**src/rtl/iir_iq_sched.sv**
```systemverilog
// Sequencer sharing one external biquad MAC engine between I and Q: all I sections, then all Q sections.
// Optional macro IIR_SCHED_SETTLE_EN suppresses out_valid for the first SETTLE_N completed pairs.
module iir_iq_sched #(
    parameter int IN_WID  = 10,
    parameter int OUT_WID = 10,
    parameter int DAT_WID = 14,
    parameter int NSEC    = 3,
    parameter int TMO_CYC = 64
`ifdef IIR_SCHED_SETTLE_EN
    ,
    parameter int SETTLE_N = 8
`endif
) (
    input  logic                      clk,
    input  logic                      reset_n,
    input  logic                      in_valid,
    output logic                      in_ready,
    input  logic signed [IN_WID-1:0]  data_I_in,
    input  logic signed [IN_WID-1:0]  data_Q_in,
    output logic                      eng_start,
    output logic                      eng_chan,
    output logic [3:0]                eng_sec,
    output logic signed [DAT_WID-1:0] eng_x,
    input  logic                      eng_done,
    input  logic signed [DAT_WID-1:0] eng_y,
    output logic signed [OUT_WID-1:0] data_I_o,
    output logic signed [OUT_WID-1:0] data_Q_o,
    output logic                      out_valid,
    output logic                      err
);

    localparam int TMO_W = $clog2(TMO_CYC + 1);
    localparam logic signed [DAT_WID-1:0] SAT_MAX = DAT_WID'((2 ** (OUT_WID - 1)) - 1);
    localparam logic signed [DAT_WID-1:0] SAT_MIN = ~SAT_MAX;

    typedef enum logic [1:0] {IDLE, ISSUE, WAIT} state_t;

    state_t                     state, state_nxt;
    logic                       chan_q;
    logic [3:0]                 sec_q;
    logic signed [DAT_WID-1:0]  x_q;
    logic signed [DAT_WID-1:0]  q_lat;
    logic signed [OUT_WID-1:0]  res_i;
    logic [TMO_W-1:0]           tmo_cnt;
    logic                       last_sec;
    logic                       tmo_hit;
    logic                       pair_done;
    logic                       settled;

    function automatic logic signed [OUT_WID-1:0] sat(input logic signed [DAT_WID-1:0] v);
        logic signed [DAT_WID-1:0] c;
        if (v > SAT_MAX)
            c = SAT_MAX;
        else if (v < SAT_MIN)
            c = SAT_MIN;
        else
            c = v;
        return c[OUT_WID-1:0];
    endfunction

    assign last_sec  = (sec_q == 4'(NSEC - 1));
    assign tmo_hit   = (state == WAIT) && !eng_done && (tmo_cnt == TMO_W'(TMO_CYC - 1));
    assign pair_done = (state == WAIT) && eng_done && last_sec && chan_q;

    assign eng_chan = chan_q;
    assign eng_sec  = sec_q;
    assign eng_x    = x_q;

    always_ff @(posedge clk or negedge reset_n) begin
        if (!reset_n)
            state <= IDLE;
        else
            state <= state_nxt;
    end

    always_comb begin
        state_nxt = state;
        in_ready  = 1'b0;
        eng_start = 1'b0;
        case (state)
            IDLE: begin
                in_ready = 1'b1;
                if (in_valid)
                    state_nxt = ISSUE;
            end
            ISSUE: begin
                eng_start = 1'b1;
                state_nxt = WAIT;
            end
            WAIT: begin
                if (pair_done || tmo_hit)
                    state_nxt = IDLE;
                else if (eng_done)
                    state_nxt = ISSUE;
            end
            default: state_nxt = IDLE;
        endcase
    end

    // Engine result becomes the next section's input; I result waits in res_i until Q finishes.
    always_ff @(posedge clk or negedge reset_n) begin
        if (!reset_n) begin
            chan_q    <= 1'b0;
            sec_q     <= 4'd0;
            x_q       <= '0;
            q_lat     <= '0;
            res_i     <= '0;
            tmo_cnt   <= '0;
            data_I_o  <= '0;
            data_Q_o  <= '0;
            out_valid <= 1'b0;
            err       <= 1'b0;
        end else begin
            out_valid <= 1'b0;
            case (state)
                IDLE: begin
                    if (in_valid) begin
                        x_q    <= DAT_WID'(data_I_in);
                        q_lat  <= DAT_WID'(data_Q_in);
                        chan_q <= 1'b0;
                        sec_q  <= 4'd0;
                    end
                end
                ISSUE: tmo_cnt <= '0;
                WAIT: begin
                    if (eng_done) begin
                        if (!last_sec) begin
                            sec_q <= sec_q + 4'd1;
                            x_q   <= eng_y;
                        end else if (!chan_q) begin
                            res_i  <= sat(eng_y);
                            chan_q <= 1'b1;
                            sec_q  <= 4'd0;
                            x_q    <= q_lat;
                        end else begin
                            data_I_o  <= res_i;
                            data_Q_o  <= sat(eng_y);
                            out_valid <= settled;
                        end
                    end else if (tmo_hit) begin
                        err <= 1'b1;
                    end else begin
                        tmo_cnt <= tmo_cnt + TMO_W'(1);
                    end
                end
                default: ;
            endcase
        end
    end

`ifdef IIR_SCHED_SETTLE_EN
    localparam int SET_W = $clog2(SETTLE_N + 1);
    logic [SET_W-1:0] pair_cnt;

    // Saturating count of completed pairs; timed-out pairs never reach pair_done.
    always_ff @(posedge clk or negedge reset_n) begin
        if (!reset_n)
            pair_cnt <= '0;
        else if (pair_done && !settled)
            pair_cnt <= pair_cnt + SET_W'(1);
    end

    assign settled = (pair_cnt == SET_W'(SETTLE_N));
`else
    assign settled = 1'b1;
`endif

endmodule

```
**config.mk**
```make
export PLATFORM = sky130hd
export DESIGN_NAME = iir_iq_sched
export DESIGN_NICKNAME = d
export VERILOG_FILES = /design/src/rtl/iir_iq_sched.sv
export SDC_FILE = /design/constraint.sdc
export NUM_CORES = 1
export LEC_CHECK = 0
export BUFFER_PORTS_ARGS = -buffer_cell sky130_fd_sc_hd__buf_2
export CORE_ASPECT_RATIO = 1.1
export CORE_MARGIN = 1
export CORE_UTILIZATION = 35
export CTS_BUF_LIST = sky130_fd_sc_hd__clkbuf_8
export CTS_CLUSTER_DIAMETER = 150
export DETAILED_ROUTE_END_ITERATION = 8
export PLACE_DENSITY_LB_ADDON = 0.3
export SLEW_MARGIN = 30
export SYNTH_ARGS = -nofsm -noshare
export SYNTH_HDL_FRONTEND = slang
export SYNTH_SLANG_ARGS = --single-unit
export TNS_END_PERCENT = 5
```
**constraint.sdc**
```tcl
create_clock -name clk -period 1.65 [get_ports clk]
set_input_delay 0.33 -clock clk [delete_from_list [all_inputs] [get_ports clk]]
set_output_delay 0.33 -clock clk [all_outputs]
set_load 0.1 [all_outputs]
```
==> out/results.tsv <==
stage	metric	value	unit
placed_design	port bufs	80	
floorplanning	# rows	36	
final_layout	post-layout util	48.6	%
yosys	Post-synth EDFFs	0	
placed_design	placed inst area	4000	um2
grt	gr usage total	18.0	%
yosys	Synth Area in XOR/XNOR	0	%
yosys	Synth Net Count	339	
final_layout	final instance area	4330	um2
timing	final setup fails	48	
timing	Worst Skew	0.00466	ns
final_layout	most common cell after layout, fill and taps aside	buf_2	
outcome	violations in the final reports	setup timing	
clock_tree	clk slew on worst S/H paths	0.07	ns
yosys	Synth Area in Compound Gates	12.8	%
worst_setup_path	Setup crit start	eng_sec[0]	
final_layout	Multi-input gate area	1510	um2
timing	Fmax	0.522	GHz
clock_tree	number of sinks on the clock net	70	
timing	setup ws final	-0.267	ns
yosys	area share of the largest cell type after synthesis	54.3	%
timing	Final Hold Viols	0	
floorplanning	IO Count	81	
timing	Period Utilization, post-route	116	%
worst_setup_path	CP Launch Type	register	
power	Power Dens Cells	1800	nW/um2
hold_path	Hold Startpoint	data_Q_in[3]	
yosys	mux share of post-synthesis cell area	14.0	%
yosys	count of unique library cells instantiated by Yosys	31	
route	Routed Antenna Nets	0	
placed_design	HPWL Detailed	5900	um
final_layout	# nets final	439	
floorplanning	core area	8920	um2
power	total power	7.80	mW
yosys	largest family of logic cells by synthesized area	simple AND/OR/NAND/NOR gates	
floorplanning	die area	9610	um2
route	Post-Route WL	8050	um
route	Vias/cell	5.17	
worst_setup_path	CP endpoint kind	register	
yosys	cell taking the most area after synthesis	dfrtp_1	
power	Static Leakage	2.12	nW
grt	first-pass GRT wire length	13100	um
grt	Congestion Overflow GR	0	
floorplanning	die width	93.6	um
timing	RSZ-0062 raised after global routing	true	
yosys	synth top area cells	dfrtp_1 (54%), mux2_2 (14%), nand2_1 (4.5%)	
yosys	Yosys reg bits	70	
yosys	Post-Synthesis Cells	298	
placed_design	GP Congestion	0.813	
final_layout	# diodes	0	
clock_tree	CTS buffer count	9	
yosys	mean post-synth cell area	10.8	um2
final_layout	sequential cell area	1760	um2
yosys	top_reg_cell synth	dfrtp_1	
route	Initial DRT Pass Iterations	6	
route	DRC viols	0	
worst_setup_path	reg-to-reg critical path startpoint	eng_sec[0]	
yosys	register area share after synthesis	54.3	%
floorplanning	DIE HEIGHT	103	um
clock_tree	clk_lat worst skew	0.35	ns
yosys	ys async rst share	100	%
outcome	status	complete, but fails checks	
floorplanning	initial core utilization	36.2	%
grt	antenna violations before repair	0	
clock_tree	CTS max path bufs	2	
worst_setup_path	largest fanout on the critical path	10	
timing	Pins Over Slew Limit	0	
timing	Period minus WS final	1.92	ns
yosys	post-synthesis adder-cell area fraction	1.16	%
power	worst ir drop on vdd	1.58	mV
yosys	mapped cell area	3230	um2
grt	largest net degree at the start of global routing	42	
timing	worst hold slack	0.212	ns
clock_tree	Max H-tree Level	3	
worst_setup_path	Worst EP required	1.89	ns
route	total vias in the final route	2666	
final_layout	commonest non-fill, non-tap cells in the layout	buf_2 (73), dfrtp_1 (65), mux2_2 (37)	
timing	worst-margin pin slew	0.517	ns
clock_tree	CTS tree	done	
hold_path	Hold WC Path Type	in2reg	
job	# Max-Cap Violations	0	
clock_tree	Root Driver	clkbuf_8	
yosys	post-synthesis simple-gate area fraction	14.7	%
route	number of DRC markers in iteration 0	97	
timing	Slew headroom	65.8	%
final_layout	fill count	866	
final_layout	share of layout cells above drive strength 1	46.8	%
worst_setup_path	Worst EP arrival	2.15	ns
final_layout	area delta synth->final	34.3	%
worst_setup_path	WS Path Type	reg2reg	
grt	vias in the first global route	2610	
yosys	synth warn	0	
route	DR WL/cell	15.6	um
-- cells by family (layout without fill, tap and decap cells) --
logic type / count (synthesis) / in the layout
AO/OA/AOI/OAI: 63 / 63
AND/OR/NAND/NOR: 97 / 97
flip-flops: 70 / 70
multiplexers: 40 / 40
adder cells (fa/ha/maj): 3 / 3
buffers and inverters: 25 / 129
-- layer usage --
layer  GRT usage [%]  vias up  routed length (um)
met3            5.16       20                 443
met4            7.81        0                 213
met2            28.0       75                3800
met5               0        -                   0
li1                -     1277                   -
met1            23.6     1294                3590
-- worst max-delay path, cell delays in order, from the launching register on --
cell     delay [ns]
dfrtp_4        0.49
inv_4          0.07
ha_4           0.12
or3b_4         0.41
nor3_4         0.22
buf_12         0.17
mux2_2         0.33
-- metrics by stage --
stage	TNS, ns	instances	worst slack [ns]
after floorplan	-18.29	298	-0.461
after global placement	-3.85	497	-0.220
after detailed placement	-4.74	497	-0.251
after CTS	-5.60	516	-0.241
after global routing	-9.09	516	-0.317
final	-6.19	516	-0.267
-- final timing paths --
path	slack, ns	cells after the start	end
worst max register to register	-0.27	6	res_i[6]
worst max-delay path	-0.27	6	res_i[6]
min in group asynchronous	0.38	2	out_valid
worst min register to register	0.47	1	err
worst min-delay path	0.21	2	q_lat[3]
max in group asynchronous	0.69	3	eng_sec[1]
-- where the power goes --
part	total (mW)	internal [mW]	switching, mW
clock	1.14	0.519	0.622
sequential	2.50	2.21	0.294
combinational	4.16	1.26	2.90
-- area by class of cell --
type | count | area share, %
Timing Repair Buffer | 108 | 17.1
Sequential cell | 70 | 40.7
Clock buffer | 9 | 2.86
Clock inverter | 6 | 0.722
Tap cell | 114 | 3.29
Inverter | 6 | 0.577
Multi-Input combinational cell | 203 | 34.8
-- cells in the mapped netlist (4+ instances only) --
master and number:
clkbuf_1 12, nor2_1 20, o31ai_1 7, mux2_2 40, nand2_1 39, dfrtp_1 70, o2bb2ai_1 9, o21ai_0 14
buf_2 7, a31oi_1 4, a21oi_1 14, nand2b_1 4, nor4_1 11, nand3_1 5, inv_1 6, a2bb2oi_1 9
-- what timing repair did --
item	4_1_cts	5_1_grt
cloned	1	0
setup endpoints to repair	47	54
hold buffers	1	0
pin swaps	1	3
gates resized for setup	30	8
endpoints found under the hold margin	9	0
buffers inserted	2	0
-- state kept, by name, indices dropped and copies added (netlist names), 2 cells and up --
register and cells:
data_Q_o 10, tmo_cnt 7, state 2, eng_sec 4, eng_x 14, q_lat 10, data_I_o 10, res_i 10
Note: power is estimated with default switching activity, not from simulation.
